<file path="config.mk">
export PLATFORM = sky130hd
export DESIGN_NAME = jpeg_byte_out_ctrl
export DESIGN_NICKNAME = d
export VERILOG_FILES = /design/src/rtl/jpeg_byte_out_ctrl.sv
export SDC_FILE = /design/constraint.sdc
export NUM_CORES = 1
export LEC_CHECK = 0
export CAP_MARGIN = 25
export CORE_AREA = 2 2 85 103
export DETAILED_ROUTE_END_ITERATION = 6
export DIE_AREA = 0 0 87 105
export PLACE_DENSITY_LB_ADDON = 0.15
export SLEW_MARGIN = 40
export SYNTH_ARGS = -nofsm -noshare
export SYNTH_HDL_FRONTEND = slang
export SYNTH_SLANG_ARGS = --single-unit
export TNS_END_PERCENT = 20
</file>
<file path="constraint.sdc">
create_clock -name clk -period 4.3 [get_ports clk]
set_clock_uncertainty 0.15 [all_clocks]
set_input_delay 1.29 -clock clk [delete_from_list [all_inputs] [get_ports clk]]
set_output_delay 1.29 -clock clk [all_outputs]
set_load 0.1 [all_outputs]
</file>
<file path="src/rtl/jpeg_byte_out_ctrl.sv">
// jpeg_byte_out_ctrl
// Read-side controller for the 32-bit entropy-coded output FIFO. It fetches
// one word at a time (single outstanding read) and serializes it MSB byte
// first onto a valid/ready byte stream. When enabled, every 0xFF data byte is
// followed by a stuffed 0x00. After eoi_req, once the FIFO reads empty, the
// EOI marker 0xFF 0xD9 is appended.
//
// Ports:
//   clk, rst            clock, asynchronous active-high reset
//   fifo_read_req       one-cycle read strobe to the FIFO
//   fifo_read_data      FIFO word, qualified by fifo_rdata_valid
//   fifo_empty          FIFO empty flag (looked at only while idle)
//   fifo_rdata_valid    FIFO read data valid
//   eoi_req             pulse: close the stream after the FIFO drains
//   out_byte/out_valid  byte stream, held stable while out_ready=0
//   out_ready           downstream accept
//   byte_count          bytes accepted downstream (wraps)
//   done                pulse after the 0xD9 marker byte is accepted
//   rd_err              sticky read-timeout flag
module jpeg_byte_out_ctrl #(
  parameter logic        STUFF_EN   = 1'b1,
  parameter int unsigned RD_TIMEOUT = 16
) (
  input  logic        clk,
  input  logic        rst,
  output logic        fifo_read_req,
  input  logic [31:0] fifo_read_data,
  input  logic        fifo_empty,
  input  logic        fifo_rdata_valid,
  input  logic        eoi_req,
  output logic [7:0]  out_byte,
  output logic        out_valid,
  input  logic        out_ready,
  output logic [31:0] byte_count,
  output logic        done,
  output logic        rd_err
);

  typedef enum logic [2:0] {
    S_IDLE, S_REQ, S_WAIT, S_SEND, S_STUFF, S_EOI_FF, S_EOI_D9
  } state_t;

  localparam logic [7:0] TMO_LIM = 8'(RD_TIMEOUT);

  state_t      state_q, state_d;
  logic [31:0] word_q, word_d;
  logic [1:0]  idx_q, idx_d;
  logic [7:0]  tmo_q, tmo_d;
  logic        eoi_pend_q, eoi_pend_d;
  logic [31:0] byte_count_q, byte_count_d;
  logic        rd_err_q, rd_err_d;
  logic        done_q, done_d;
  logic        read_req_q, read_req_d;
  logic        out_valid_q, out_valid_d;
  logic [7:0]  out_byte_q, out_byte_d;
  logic        acc;

  function automatic logic [7:0] pick(input logic [31:0] w, input logic [1:0] i);
    case (i)
      2'd0:    pick = w[31:24];
      2'd1:    pick = w[23:16];
      2'd2:    pick = w[15:8];
      default: pick = w[7:0];
    endcase
  endfunction

  always_comb begin
    state_d      = state_q;
    word_d       = word_q;
    idx_d        = idx_q;
    tmo_d        = tmo_q;
    eoi_pend_d   = eoi_pend_q;
    byte_count_d = byte_count_q;
    rd_err_d     = rd_err_q;
    done_d       = 1'b0;
    acc          = out_valid_q & out_ready;

    if (acc) byte_count_d = byte_count_q + 32'd1;
    // A repeat request while already pending simply re-sets the flag.
    if (eoi_req) eoi_pend_d = 1'b1;

    case (state_q)
      S_IDLE: begin
        if (!fifo_empty)     state_d = S_REQ;
        else if (eoi_pend_q) state_d = S_EOI_FF;
      end
      S_REQ: begin
        state_d = S_WAIT;
        tmo_d   = 8'd0;
      end
      S_WAIT: begin
        if (fifo_rdata_valid) begin
          word_d  = fifo_read_data;
          idx_d   = 2'd0;
          state_d = S_SEND;
        end else begin
          tmo_d = tmo_q + 8'd1;
          // Give up on this read; the word is lost and nothing is emitted.
          if (tmo_q + 8'd1 == TMO_LIM) begin
            rd_err_d = 1'b1;
            state_d  = S_IDLE;
          end
        end
      end
      S_SEND: begin
        if (acc) begin
          if (STUFF_EN && out_byte_q == 8'hFF) state_d = S_STUFF;
          else if (idx_q == 2'd3)              state_d = S_IDLE;
          else                                 idx_d   = idx_q + 2'd1;
        end
      end
      S_STUFF: begin
        if (acc) begin
          if (idx_q == 2'd3) state_d = S_IDLE;
          else begin
            idx_d   = idx_q + 2'd1;
            state_d = S_SEND;
          end
        end
      end
      S_EOI_FF: if (acc) state_d = S_EOI_D9;
      S_EOI_D9: begin
        if (acc) begin
          done_d     = 1'b1;
          eoi_pend_d = 1'b0;
          state_d    = S_IDLE;
        end
      end
      default: state_d = S_IDLE;
    endcase

    // Outputs are registered: decode them from the next state so they line
    // up with the state register and hold naturally during stalls.
    read_req_d  = (state_d == S_REQ);
    out_valid_d = 1'b0;
    out_byte_d  = 8'h00;
    case (state_d)
      S_SEND:   begin out_valid_d = 1'b1; out_byte_d = pick(word_d, idx_d); end
      S_STUFF:  begin out_valid_d = 1'b1; out_byte_d = 8'h00; end
      S_EOI_FF: begin out_valid_d = 1'b1; out_byte_d = 8'hFF; end
      S_EOI_D9: begin out_valid_d = 1'b1; out_byte_d = 8'hD9; end
      default:  ;
    endcase
  end

  always_ff @(posedge clk or posedge rst) begin
    if (rst) begin
      state_q      <= S_IDLE;
      word_q       <= 32'd0;
      idx_q        <= 2'd0;
      tmo_q        <= 8'd0;
      eoi_pend_q   <= 1'b0;
      byte_count_q <= 32'd0;
      rd_err_q     <= 1'b0;
      done_q       <= 1'b0;
      read_req_q   <= 1'b0;
      out_valid_q  <= 1'b0;
      out_byte_q   <= 8'h00;
    end else begin
      state_q      <= state_d;
      word_q       <= word_d;
      idx_q        <= idx_d;
      tmo_q        <= tmo_d;
      eoi_pend_q   <= eoi_pend_d;
      byte_count_q <= byte_count_d;
      rd_err_q     <= rd_err_d;
      done_q       <= done_d;
      read_req_q   <= read_req_d;
      out_valid_q  <= out_valid_d;
      out_byte_q   <= out_byte_d;
    end
  end

  assign fifo_read_req = read_req_q;
  assign out_valid     = out_valid_q;
  assign out_byte      = out_byte_q;
  assign byte_count    = byte_count_q;
  assign done          = done_q;
  assign rd_err        = rd_err_q;

endmodule

</file>
==> flow_metrics.py, run 1 <==
metrics = {
    "yosys": {
        "synth_warnings": 0,
        "ys_ff_latch": 90,
        "syn-num-nets": 393,
        "ys_types": 48,
        "seq_area_frac_synth_pct": 54.6,
        "ys.flop_type": "dfrtp_1",
        "async_reset_ff_share_pct": 100,
        "synth_edf_count": 0,
        "syn_area_um2": 4120,
        "avgSynthCellArea_um2": 11.7,
        "syn_inst": 353,
    },
    "finish": {
        "diodes": 0,
        "area_delta_synth_final_pct": 22.1,
        "nFillCells": 668,
        "nNetsFinal": 479,
        "drive_above_1_share_pct": 25.2,
        "multiInputGateArea_um2": 1800,
        "register_area_um2": 2250,
    },
    "power": {
        "p_per_area_nw_per_um2": 688,
        "comb_power_share_pct": 47.0,
        "total_power_mw": 3.46,
        "p_leak_nw": 2.29,
        "peakVddDrop_v": 0.000688,
        "internal-power_mw": 1.94,
        "power_frac_clock_pct": 15.2,
        "netSwitchingPower_mw": 1.52,
        "switching_share_pct": 44.0,
        "seqPwrFrac_pct": 37.7,
    },
    "setup_path": {
        "cp-end-kind": "flop",
        "r2r_setup_slack_ps": 1630,
        "r2r.worst_path.cells": 7,
        "reg2reg_from": "state_q[1]$_DFF_PP0_",
        "crit_required_ps": 4390,
        "arrival_ps": 3610,
        "criticalPathCategory": "input port to flop",
        "critPathMaxFanout": 6,
        "r2r-end": "out_byte[7]$_DFF_PP0_",
        "worst_setup_path_start_kind": "input port",
    },
    "outcome": {
        "status": "complete, no violations",
    },
    "timing": {
        "setup_ws_ps": 773,
        "worst_pin_slew_ps": 705,
        "hold_violations": 0,
        "maxSlewHeadroom_pct": 53.0,
        "drv_slew": 0,
        "tns_ps": 0,
        "min_period_over_period_pct": 82.0,
        "rsz0062_at_grt": "false",
        "min_period_ps": 3530,
        "setup_violations": 0,
        "fmax_mhz": 284,
    },
    "floorplanning": {
        "die_w_um": 87,
        "core_area_um2": 8060,
        "rows": 36,
        "start_util_pct": 51.1,
        "die_area_um2": 9140,
        "die_y_um": 105,
        "num_io_pins": 82,
    },
    "drt": {
        "wirelength_um": 8220,
        "drtAntennaViolNets": 0,
        "vias_per_cell": 5.42,
        "first_pass_iters": 5,
        "drcViolationCount": 0,
        "vias": 2921,
        "wl_per_cell_um": 15.3,
        "drt-initial-drc-count": 97,
    },
    "global_route": {
        "grtUsageTotal_pct": 19.0,
        "antenna_found_initial": 0,
        "grt_pass1_vias": 2992,
        "grt.overflow.total": 0,
        "grt_max_degree": 51,
        "grt_pass1_wl_um": 13800,
    },
    "clock_network": {
        "post-cts-setup-buffers": 0,
        "cts_tree": "done",
        "cts_htree_levels": 3,
        "clk_latency_ps": 350,
        "cts_hold_buf": 0,
        "cts_root_buf": "clkbuf_8",
        "cts.sinks": 90,
        "clock_path_buffers": 2,
        "cts_resized": 0,
        "cts.clk_slew.worst_paths_ps": 90,
        "cts_made_buffers": 9,
    },
    "place": {
        "portBuffers": 81,
        "globalplace.congestion": 0.812,
        "dp_hpwl_um": 5940,
        "dpl_worst_slack_ps": 402,
    },
    "worst_hold_path": {
        "hold_end": "tmo_q[7]$_DFFE_PP0P_",
        "timing.hold.worst.class": "flop to flop",
        "hold_depth": 1,
        "min_from": "tmo_q[7]$_DFFE_PP0P_",
    },
    "job": {
        "maxCapViolCount": 0,
    },
}
-- cell usage after synthesis, types with 8 or more instances --
cell | number | area (µm²)
o21ai_1 | 8 | 40.0
nand2_1 | 32 | 120
nor2_1 | 17 | 63.8
mux2_2 | 38 | 428
dfrtp_1 | 90 | 2250
o21ai_0 | 12 | 60.1
nand4_1 | 11 | 68.8
nand3_1 | 11 | 55.1
xor2_1 | 9 | 78.8
xnor2_1 | 24 | 210
mux2i_1 | 12 | 120
-- flip-flops by register name (all words and copies together), names as in the netlist --
| signal | flops |
|---|---|
| done | 1 |
| tmo_q | 8 |
| out_byte | 8 |
| fifo_read_req | 1 |
| idx_q | 2 |
| eoi_pend_q | 1 |
| rd_err | 1 |
| word_q | 32 |
| byte_count | 32 |
| out_valid | 1 |
| state_q | 3 |
-- placed cells by master (no fill, tap or decap), types with 5 or more instances in the layout --
| master | count |
|---|---|
| xor2_1 | 9 |
| dfrtp_1 | 90 |
| o21ai_1 | 8 |
| mux2_2 | 38 |
| mux2i_1 | 12 |
| nand3_1 | 11 |
| clkdlybuf4s50_1 | 37 |
| buf_4 | 6 |
| and3_1 | 6 |
| xnor2_1 | 24 |
| inv_1 | 5 |
| nand2_1 | 32 |
| o21ai_0 | 12 |
| buf_2 | 43 |
| clkbuf_8 | 10 |
| nor2_1 | 17 |
| nand4_1 | 11 |
| and2_1 | 5 |
| mux2_1 | 6 |
-- power groups by stage --
stage / Clock, mW / Sequential [mW] / Combinational, mW
final: 0.527 / 1.31 / 1.63
after global placement: 0 / 1.32 / 1.67
after floorplan: 0 / 1.73 / 0.862
after CTS: 0.537 / 1.31 / 1.64
after global routing: 0.577 / 1.35 / 1.76
after detailed placement: 0 / 1.32 / 1.64
-- cell families after synthesis --
| logic type | Yosys count | share of synthesized area [%] |
|---|---|---|
| compound gates | 44 | 6.98 |
| simple gates | 108 | 13.9 |
| flops | 90 | 54.6 |
| buf+inv | 20 | 2.00 |
| fa+ha+maj | 2 | 0.607 |
| mux | 56 | 14.9 |
| xor+xnor | 33 | 7.01 |
-- routing by layer --
| layer | up-vias | share of wire, % | GRT usage (%) | routed length, µm |
|---|---|---|---|---|
| met4 | 0 | 0.54 | 5.02 | 44 |
| li1 | 1411 | - | - | - |
| met1 | 1428 | 44 | 24.3 | 3630 |
| met5 | - | 0 | 0 | 0 |
| met3 | 5 | 4.9 | 4.82 | 403 |
| met2 | 77 | 50 | 31.7 | 4140 |
-- critical path, cell delays in order --
cell and delay (ps):
clkdlybuf4s50_1 510, nand4_1 140, or4_1 660, or4_4 570, nor2_4 160, nand4_1 130
xnor2_1 150
-- per-stage QoR --
stage          instance area, µm²  util [%]  hold slack [ps]  instances
2_1_floorplan                4120         -              295        353
3_5_place_dp                 4850      60.2              320        523
4_1_cts                      5030      62.4              334        539
5_1_grt                      5030      62.4              367        539
6_report                     5030      62.4              333        539
3_3_place_gp                 5070      62.9              312        523
-- worst max path at each step --
stage	startpoint	endpoint	slack, ps	depth (start not counted)
2_1_floorplan	rst	byte_count[0]$_DFFE_PP0P_	520	1
3_3_place_gp	out_ready	byte_count[31]$_DFFE_PP0P_	470	7
3_5_place_dp	out_ready	byte_count[25]$_DFFE_PP0P_	400	7
4_1_cts	out_ready	byte_count[25]$_DFFE_PP0P_	770	7
5_1_grt	out_ready	byte_count[25]$_DFFE_PP0P_	680	7
6_report	out_ready	byte_count[31]$_DFFE_PP0P_	770	7
-- cell type report --
| class | count | share of cell area, % |
|---|---|---|
| sequential | 90 | 44.7 |
| timing repair buffer | 87 | 12.9 |
| tap | 95 | 2.36 |
| multi-input combinational | 243 | 35.8 |
| clock inverter | 5 | 0.771 |
| clock buffer | 11 | 2.81 |
| inverter | 8 | 0.621 |
No activity file was read; power rests on OpenSTA's default activity.
==> run 2, diff against run 1 <==
==> constraint.sdc (replaced) <==
create_clock -name clk -period 3.52 [get_ports clk]
set_clock_uncertainty 0.15 [all_clocks]
set_input_delay 1.056 -clock clk [delete_from_list [all_inputs] [get_ports clk]]
set_output_delay 1.056 -clock clk [all_outputs]
set_load 0.1 [all_outputs]
==> run 2 against run 1 <==
- worst hold slack better by 3.0 ps
- first-iteration DRC count grew 20%
- worst setup slack lost 430 ps
- register-to-register slack worse by 610 ps
- flip-flop and latch count unchanged
- utilization rose by 2.4 points
- count of clock-buffer cells in the layout decreased by 1
- via count up 1.7%
- global-route usage rose by 0.22 points
- sequential power is 22% higher
- design area is 3.8% higher
==> flow_metrics.py, run 2 (synthesis results as in run 1) <==
metrics = {
    "clock_network": {
        "cts.clk_slew.worst_paths_ps": 80,
        "cts_root_buf": "clkbuf_8",
        "cts_hold_buf": 0,
        "clock_path_buffers": 2,
        "cts_tree": "done",
        "clk_latency_ps": 350,
        "cts_resized": 0,
        "cts_made_buffers": 9,
        "cts.sinks": 90,
        "cts_htree_levels": 3,
        "post-cts-setup-buffers": 0,
    },
    "setup_path": {
        "cp-startpoint": "out_ready",
        "crit_required_ps": 3610,
        "r2r.worst_path.cells": 7,
        "r2r-end": "out_byte[7]$_DFF_PP0_",
        "criticalPathCategory": "input port to flop",
        "worst_setup_path_start_kind": "input port",
        "arrival_ps": 3270,
        "cp-end-kind": "flop",
        "endpoint": "byte_count[25]$_DFFE_PP0P_",
        "reg2reg_from": "state_q[1]$_DFF_PP0_",
        "critPathMaxFanout": 5,
        "r2r_setup_slack_ps": 1020,
    },
    "drt": {
        "drt-initial-drc-count": 116,
        "wirelength_um": 8290,
        "first_pass_iters": 4,
        "vias": 2971,
        "wl_per_cell_um": 15.2,
        "vias_per_cell": 5.45,
        "drcViolationCount": 0,
        "drtAntennaViolNets": 0,
    },
    "floorplanning": {
        "die_y_um": 105,
        "num_io_pins": 82,
        "rows": 36,
        "start_util_pct": 51.1,
        "die_area_um2": 9140,
        "core_area_um2": 8060,
        "die_w_um": 87,
    },
    "finish": {
        "final_common_cell": "dfrtp_1",
        "drive_above_1_share_pct": 26.4,
        "nFillCells": 673,
        "final_cell_mix": "dfrtp_1, buf_4, mux2_2",
        "diodes": 0,
        "fin_area_um2": 5230,
        "area_delta_synth_final_pct": 26.7,
        "nNetsFinal": 486,
    },
    "place": {
        "dp_hpwl_um": 6000,
        "globalplace.congestion": 0.824,
        "dpl_cell_area_um2": 5050,
        "portBuffers": 81,
    },
    "timing": {
        "worst_pin_slew_ps": 674,
        "tns_ps": 0,
        "setup_violations": 0,
        "maxSlewHeadroom_pct": 54.6,
        "rsz0062_at_grt": "false",
        "hold_violations": 0,
        "drv_slew": 0,
        "fmax_mhz": 314,
        "min_period_ps": 3180,
        "min_period_over_period_pct": 90.4,
    },
    "power": {
        "p_per_area_nw_per_um2": 830,
        "peakVddDrop_v": 0.000571,
        "p_leak_nw": 2.34,
    },
    "global_route": {
        "grt_pass1_wl_um": 14000,
        "grt_max_degree": 91,
        "grt.overflow.total": 0,
        "grt_pass1_vias": 2986,
        "antenna_found_initial": 0,
        "grtUsageTotal_pct": 19.2,
    },
    "worst_hold_path": {
        "timing.hold.worst.class": "flop to flop",
    },
    "job": {
        "maxCapViolCount": 0,
    },
    "outcome": {
        "status": "complete, no violations",
    },
}
[run 2: worst min path at each step]
stage | from | to | slack [ps] | cells past startpoint
2_1_floorplan | tmo_q[7]$_DFFE_PP0P_ | tmo_q[7]$_DFFE_PP0P_ | 300 | 1
3_3_place_gp | byte_count[31]$_DFFE_PP0P_ | byte_count[31]$_DFFE_PP0P_ | 310 | 1
3_5_place_dp | tmo_q[7]$_DFFE_PP0P_ | tmo_q[7]$_DFFE_PP0P_ | 320 | 1
4_1_cts | tmo_q[7]$_DFFE_PP0P_ | tmo_q[7]$_DFFE_PP0P_ | 340 | 1
5_1_grt | byte_count[31]$_DFFE_PP0P_ | byte_count[31]$_DFFE_PP0P_ | 360 | 1
6_report | tmo_q[7]$_DFFE_PP0P_ | tmo_q[7]$_DFFE_PP0P_ | 340 | 1
[run 2: power breakdown]
| group | switching [mW] | internal [mW] | total [mW] | leakage (nW) |
|---|---|---|---|---|
| Sequential | 0.235 | 1.37 | 1.60 | 1.14 |
| Combinational | 1.28 | 0.818 | 2.10 | 1.11 |
| Clock | 0.361 | 0.276 | 0.637 | 0.0852 |
[run 2: area by class of cell]
class,instances,area (µm²),area share (%)
multi-input combinational,243,1810,34.6
sequential,90,2250,43.1
inverter,8,33.8,0.647
timing repair buffer,94,836,16.0
clock inverter,5,37.5,0.718
tap,95,119,2.27
clock buffer,10,138,2.63
[run 2: worst max-delay path, stage by stage]
cell and delay (ps):
clkdlybuf4s50_1 540, nand4_1 140, or4_1 540, or4_4 540, nor2_4 160, nand4_1 130, xnor2_1 160
[run 2: stage by stage]
stage | hold WS [ps] | cells | worst slack, ps | utilization [%] | total power [mW]
final | 336 | 545 | 339 | 64.8 | 4.34
after global routing | 361 | 545 | 263 | 64.8 | 4.63
after CTS | 338 | 545 | 329 | 64.8 | 4.38
after detailed placement | 319 | 530 | -46.8 | 62.6 | 3.74
after global placement | 311 | 530 | 9.41 | 62.5 | 3.69
after floorplan | 295 | 353 | 438 | - | 3.17
[run 2: layer usage]
layer	part of all wire, %	track usage (%)	wire, µm	vias up
met5	0	0	0	-
met4	0.78	7.03	65	0
li1	-	-	-	1440
met2	49	31.6	4080	67
met1	45	24.3	3700	1458
met3	5.5	4.66	456	6
==> run 3, diff against run 2 <==
--- a/config.mk
+++ b/config.mk
@@ -9,6 +9,7 @@
 export CORE_AREA = 2 2 85 103
 export DETAILED_ROUTE_END_ITERATION = 6
 export DIE_AREA = 0 0 87 105
+export GPL_TIMING_DRIVEN = 0
 export PLACE_DENSITY_LB_ADDON = 0.15
 export SLEW_MARGIN = 40
 export SYNTH_ARGS = -nofsm -noshare
==> run 3 against run 2 <==
- cell count grew 0.55%
- power is 1.5% lower
- utilization shrank 1.3 points
- worst setup slack worse by 160 ps
- worst hold slack lost 9.2 ps
- non-clock buffer count grew 2
- largest cell class unchanged
==> flow_metrics.py, run 3 (synthesis results as in run 1) <==
metrics = {
    "setup_path": {
        "cp-end-kind": "flop",
        "worst_setup_path_start_kind": "input port",
        "crit_required_ps": 3590,
        "arrival_ps": 3410,
        "criticalPathCategory": "input port to flop",
        "critPathMaxFanout": 10,
    },
    "finish": {
        "nNetsFinal": 488,
        "diodes": 0,
        "final_cell_mix": "dfrtp_1, buf_2, mux2_2",
        "drive_above_1_share_pct": 25.2,
        "area_delta_synth_final_pct": 24.2,
        "final_common_cell": "dfrtp_1",
    },
    "place": {
        "portBuffers": 81,
        "globalplace.congestion": 0.830,
        "dpl_worst_slack_ps": -323,
        "dp_hpwl_um": 6200,
    },
    "timing": {
        "setup_ws_ps": 182,
        "min_period_over_period_pct": 94.8,
        "hold_violations": 0,
        "fmax_mhz": 300,
        "maxSlewHeadroom_pct": 55.1,
        "min_period_ps": 3340,
        "rsz0062_at_grt": "false",
        "drv_slew": 0,
        "setup_violations": 0,
        "worst_pin_slew_ps": 673,
        "tns_ps": 0,
    },
    "clock_network": {
        "clock_path_buffers": 2,
        "cts_made_buffers": 9,
        "cts.sinks": 90,
        "cts_root_buf": "clkbuf_8",
        "cts_htree_levels": 3,
        "cts_tree": "done",
        "post-cts-setup-buffers": 0,
        "cts.clk_slew.worst_paths_ps": 90,
        "clk_latency_ps": 360,
    },
    "power": {
        "total_power_mw": 4.27,
        "peakVddDrop_v": 0.00109,
        "p_per_area_nw_per_um2": 834,
        "p_leak_nw": 2.34,
    },
    "floorplanning": {
        "die_w_um": 87,
        "die_area_um2": 9140,
        "rows": 36,
        "die_y_um": 105,
        "num_io_pins": 82,
        "core_area_um2": 8060,
        "start_util_pct": 51.1,
    },
    "job": {
        "maxCapViolCount": 0,
    },
    "drt": {
        "vias_per_cell": 5.44,
        "first_pass_iters": 4,
        "wl_per_cell_um": 15.1,
        "drtAntennaViolNets": 0,
        "vias": 2982,
        "drcViolationCount": 0,
        "drt-initial-drc-count": 142,
        "wirelength_um": 8270,
    },
    "worst_hold_path": {
        "timing.hold.worst.class": "flop to flop",
    },
    "global_route": {
        "grt_pass1_wl_um": 13700,
        "grt.overflow.total": 0,
        "grtUsageTotal_pct": 19.2,
        "grt_max_degree": 26,
        "grt_pass1_vias": 2983,
        "antenna_found_initial": 0,
    },
    "outcome": {
        "status": "complete, no violations",
    },
}
[run 3: cell types whose count changed in the layout (fill, tap and decap cells not counted), moves of 2 or more]
cell      previous run  this run
buf_12               3         1
buf_16               0         2
buf_2                0        50
buf_4               54         0
clkbuf_1             0         6
clkbuf_8            10        12
[run 3: what timing repair did]
action | 4_1_cts | 5_1_grt
resized for setup | 0 | 2
hold buffers | 0 | 0
setup endpoints to repair | 0 | 4
[run 3: routing by layer]
metal | wire (µm) | GRT usage, %
met5 | 0 | 0
met4 | 240 | 10.2
met3 | 425 | 3.79
met2 | 3960 | 30.0
met1 | 3640 | 25.0
[run 3: area by class of cell]
type	instances	area [µm²]
buffer	12	52.6
clock buffer	13	169
clock inverter	3	21.3
fill	662	2940
inverter	8	33.8
multi-input combinational	243	1810
sequential	90	2250
tap	95	119
timing repair buffer	84	666
[run 3: per-stage QoR]
step | cells | cell area [µm²] | hold WS, ps | utilization (%)
finish | 548 | 5120 | 327 | 63.5
global route | 548 | 5120 | 350 | 63.5
CTS | 548 | 5100 | 326 | 63.3
detailed placement | 532 | 4910 | 313 | 60.9
global placement | 529 | 5060 | 309 | 62.7
floorplan | 353 | 4130 | 295 | -
[run 3: critical path: stages]
cell             delay (ps)
clkdlybuf4s50_1         510
and2_1                  130
buf_2                   160
o211ai_1                190
o221ai_4                340
buf_2                   360
mux2_1                  360
mux2i_1                 210
o21ai_1                  80
[run 3: worst paths after layout]
kind / startpoint / endpoint / slack [ps] / depth (start not counted)
min reg2reg: byte_count[31]$_DFFE_PP0P_ / byte_count[31]$_DFFE_PP0P_ / 330 / 1
max in group asynchronous: rst / word_q[13]$_DFF_PP0_ / 1610 / 4
min: byte_count[31]$_DFFE_PP0P_ / byte_count[31]$_DFFE_PP0P_ / 330 / 1
max reg2reg: state_q[0]$_DFF_PP0_ / out_byte[4]$_DFF_PP0_ / 870 / 7
min in group asynchronous: rst / byte_count[11]$_DFFE_PP0P_ / 940 / 2
max: out_ready / out_byte[4]$_DFF_PP0_ / 180 / 9
[run 3: where the power goes]
| group | switching, mW | leakage [nW] | internal, mW | total (mW) |
|---|---|---|---|---|
| combinational | 1.32 | 1.10 | 0.716 | 2.04 |
| clock | 0.356 | 0.0960 | 0.317 | 0.673 |
| sequential | 0.193 | 1.14 | 1.37 | 1.56 |
| total | 1.87 | 2.34 | 2.40 | 4.27 |
